`src/rtl/registro_estado.sv`:
```
// State register for the elevator controller. It tracks the current and previous
// state, pulses on change, counts dwell edges and flags illegal next-state codes.
module registro_estado #(
  parameter int WIDTH       = 4,
  parameter int NUM_STATES  = 10,
  parameter int RESET_STATE = 0,
  parameter int CNT_WIDTH   = 16
) (
  input  logic                 clk,
  input  logic                 reset,
  input  logic [WIDTH-1:0]     D,
  output logic [WIDTH-1:0]     Q,
  output logic [WIDTH-1:0]     Q_prev,
  output logic                 changed,
  output logic [CNT_WIDTH-1:0] dwell,
  output logic                 illegal,
  output logic                 illegal_sticky
);

  localparam logic [WIDTH-1:0]     RESET_CODE = WIDTH'(RESET_STATE);
  localparam logic [CNT_WIDTH-1:0] DWELL_MAX  = '1;

  logic [WIDTH-1:0]     r_q;
  logic [WIDTH-1:0]     r_q_prev;
  logic                 r_changed;
  logic [CNT_WIDTH-1:0] r_dwell;
  logic                 r_illegal;
  logic                 r_illegal_sticky;

  logic                 w_illegal;
  logic                 w_differs;
  logic [CNT_WIDTH-1:0] w_dwell_inc;

  // With a full code space every sample is legal, so the detector is a constant.
  generate
    if (NUM_STATES >= (2 ** WIDTH)) begin : g_full_code_space
      assign w_illegal = 1'b0;
    end else begin : g_partial_code_space
      localparam logic [WIDTH-1:0] LAST_LEGAL = WIDTH'(NUM_STATES - 1);
      assign w_illegal = (D > LAST_LEGAL);
    end
  endgenerate

  assign w_differs   = (D != r_q);
  assign w_dwell_inc = (r_dwell == DWELL_MAX) ? r_dwell : r_dwell + CNT_WIDTH'(1);

  always_ff @(posedge clk) begin
    if (reset) begin
      r_q              <= RESET_CODE;
      r_q_prev         <= RESET_CODE;
      r_changed        <= 1'b0;
      r_dwell          <= '0;
      r_illegal        <= 1'b0;
      r_illegal_sticky <= 1'b0;
    end else if (w_illegal) begin
      // An illegal code is rejected: Q holds, so the dwell count keeps running.
      r_q_prev         <= r_q;
      r_changed        <= 1'b0;
      r_dwell          <= w_dwell_inc;
      r_illegal        <= 1'b1;
      r_illegal_sticky <= 1'b1;
    end else begin
      r_q       <= D;
      r_q_prev  <= r_q;
      r_changed <= w_differs;
      r_dwell   <= w_differs ? '0 : w_dwell_inc;
      r_illegal <= 1'b0;
    end
  end

  assign Q              = r_q;
  assign Q_prev         = r_q_prev;
  assign changed        = r_changed;
  assign dwell          = r_dwell;
  assign illegal        = r_illegal;
  assign illegal_sticky = r_illegal_sticky;

endmodule

```
`config.mk`:
```
export PLATFORM = sky130hd
export DESIGN_NAME = registro_estado
export DESIGN_NICKNAME = d
export VERILOG_FILES = /design/src/rtl/registro_estado.sv
export SDC_FILE = /design/constraint.sdc
export NUM_CORES = 1
export LEC_CHECK = 0
export CAP_MARGIN = 20
export CORE_ASPECT_RATIO = 0.5
export CORE_MARGIN = 2
export CORE_UTILIZATION = 47
export DETAILED_ROUTE_END_ITERATION = 8
export HOLD_SLACK_MARGIN = 0.15
export PLACE_DENSITY = 0.78
export SYNTH_ARGS = -nofsm -noshare
export SYNTH_HDL_FRONTEND = slang
export SYNTH_SLANG_ARGS = --single-unit
```
`constraint.sdc`:
```
create_clock -name clk -period 2.48 [get_ports clk]
set_clock_uncertainty 0.2 [all_clocks]
set_input_delay 0.248 -clock clk [delete_from_list [all_inputs] [get_ports clk]]
set_output_delay 0.248 -clock clk [all_outputs]
set_load 0.005 [all_outputs]
```
==> results.md <==
* Status: finished clean
* Drt total wl at 2.58 mm
* Largest cells by area after synthesis: dfxtp_1 (44%), a21oi_1 (4.9%), mux2i_1 (4.9%)
* Lkg Pwr at 0.558 nW
* Wire per inst at 12.1 um
* Initial antenna violation count at 0
* Total track usage at 16.8%
* Syn_nets at 148
* Vias in the first global route at 902
* 1st-iter DRT viols at 84
* DIE AREA at 3070 sq um
* Critical Path Slowest Stage Cell: or4_2
* Layout Nets at 185
* Worst r2r dst: dwell[2]
* Top-count cell post-synth: dfxtp_1
* Final non-filler cell total at around 210
* Post-Syn Area per Cell at 8.73 sq um
* Antenna Nets Post-Route at 0
* Filler cells at 229
* I/O pins at 33
* Worst-margin pin slew at 572 ps
* Layout cells sized above 1 at 7.91%
* Psw at 181 uW
* Die W at 76.4 um
* HP Class: flop to flop
* Maximum clock rate at 434 MHz
* CP Launch Type: flop
* Crit path largest cell delay at 710 ps
* Internal at approximately 600 uW
* Initial core utilization at 48.5%
* GP Congestion at 0.796
* Pre-CTS setup slack at 246 ps
* Slew HR at 61.8%
* Largest net degree at the start of global routing at 16
* Synth Instances at between 100 and 150
* CP top delay family: simple AND/OR/NAND/NOR gates
* Cells after DPL at 210
* Clock Path Buffers at 2
* Sw frac at 23.1%
* CTS tree: built
* CORE AREA at 2540 sq um
* Setup crit end kind: flop
* Clk root buf: clkbuf_8
* Setup crit start: dwell[0]
* CP Class: flop to flop
* P per Cell Area at between 400 and 500 nW/um^2
* Final setup vio count at 0
* Data required time of the critical path at 2490 ps
* Remaining global-route overflow at 0
* Detailed placer's ending HPWL at 1.84 mm
* Clk pwr share at between 30% and 40%
* Max Cap Violations at 0
* Row count at 13
* Synth cell types at 32
* Maximum VDD drop at 261 uV
* Crit path capture: dwell[2]
* Die Y at 40.2 um
* Worst-path clk slew at approximately 90 ps
* Mapped Area at approximately 1200 sq um
* Final Cycle Share at 92.9%
* Diode count at 0
* Reg-to-reg startpoint: dwell[0]
* Hold_buf cts at 0
* EDFF count, synth at 0
* Setup TNS at 0 ps
* Crit. path cell count at 5
* First-pass GRT wire length at just under 4 mm
* R2R depth at 5
* Seq pwr share at between 50 and 60%
* Num CTS Buffers at 3
* Ys async rst share at 0%
* Layout area overhead at 34.6%
* Postcts setup bufs at 0
* Synth area leader: dfxtp_1
* # clock sinks at 27
* Final setup margin at ~180 ps
* Reg2Reg Setup Slack at approximately 180 ps
* Number of synthesized register bits at 27
* CP cell instances: ha_1, nand3_1, or4_2, o21ai_2, mux2i_1
* Crit path arrival time at 2320 ps
* RSZ-0062 raised after global routing: no
* Combinational share of power at roughly 10%
* Final Hold Viols at 0
* Final Critical Period at 2300 ps
* Number of remaining DRC errors at 0
* Worst path buffer plus inverter count at 0
* Vias/cell at ~5.4
* Initial DRT Pass Iterations at 4
* Post-synth top cells: dfxtp_1 (27), nand2_1 (13), a21oi_1 (12), nand3_1 (12)
* Pins Over Slew Limit at 0
* Clock latency on the worst-skew pair at approximately 270 ps
* Synth top area share at a little over two fifths
* H-tree levels at 1
* Synth warn at 0
* Cts repair resizes at 0
* # port buffers at 32
* Main flop type after synthesis: dfxtp_1
* Largest fanout on the critical path at 7
* Seq/Total Area, Yosys at 43.9%
* Vias at between 1k and 1.5k
-- power by group through the flow --
stage / clock network, mW / logic, mW / registers [mW]
after detailed placement: 0 / 0.0805 / 0.464
after global routing: 0.276 / 0.0874 / 0.456
after CTS: 0.256 / 0.0806 / 0.454
final: 0.248 / 0.0799 / 0.454
after global placement: 0 / 0.0784 / 0.464
after floorplan: 0 / 0.0362 / 0.464
-- metal layers --
metal | track usage, % | share of wire, % | up-vias
met1 | 20.4 | 48 | 536
met5 | 0 | 0 | -
met4 | 5.91 | 0.31 | 0
li1 | - | - | 587
met3 | 4.73 | 3.8 | 3
met2 | 30.5 | 48 | 27
-- worst min path at each step --
stage | slack [ps] | endpoint | cells past startpoint | from
after floorplan | 200 | Q[0] | 2 | D[0]
after global placement | 240 | illegal_sticky | 1 | illegal_sticky
after detailed placement | 240 | illegal_sticky | 1 | illegal_sticky
after CTS | 270 | illegal_sticky | 1 | illegal_sticky
after global routing | 280 | illegal_sticky | 1 | illegal_sticky
final | 260 | illegal_sticky | 1 | illegal_sticky
-- sequential cells by signal (all words and copies together) (netlist names) --
register,cells
Q,4
Q_prev,4
changed,1
dwell,16
illegal,1
illegal_sticky,1
-- cells by family after synthesis --
kind of cell / synth area share, %
muxes: 4.88
xor gates and xnor gates: 4.98
adders and majority gates: 1.02
and+or+nand+nor: 28.1
DFF: 43.9
buffers and inverters: 2.64
AOI/OAI and AO/OA: 14.4
-- layout make-up --
type	count	area [sq um]	share of cell area, %
sequential	27	541	32.6
inverter	4	15.0	0.906
multi-input combinational	106	658	39.7
clock inverter	1	5.00	0.302
clock buffer	3	41.3	2.49
timing repair buffer	36	350	21.1
tap	37	46.3	2.79
-- layout by cell type, fill, tap and decap left out, drive strengths merged --
cell type      Yosys  routed
a21oi             12      12
or4                3       3
o41ai              1       1
or2                1       1
a21o               1       1
nor2b              9       9
nand4              5       5
o31ai              2       2
ha                 1       1
a311oi             1       1
clkinv             0       1
xnor2              3       3
clkbuf             2       3
inv                4       4
nand2             13      13
nor4               4       4
a31oi              1       1
o21ai              3       3
and4               1       1
clkdlybuf4s50      0      32
o21a               1       1
nor3b              1       1
nor3               7       7
mux2i              6       6
xor2               4       4
nor2               9       9
buf                2       4
a21boi             1       1
nand3             12      12
a211oi             4       4
dfxtp             27      27
-- stage by stage --
stage                     total power, mW  instance area (sq um)  hold WS [ps]  utilization, %
after CTS                           0.790                   1660           266            65.3
after global routing                0.819                   1660           285            65.3
final                               0.782                   1660           261            65.3
after detailed placement            0.544                   1610           244            63.5
after global placement              0.542                   1610           235            63.5
after floorplan                     0.500                   1230           195               -
Note: power is estimated with default switching activity, not from simulation.
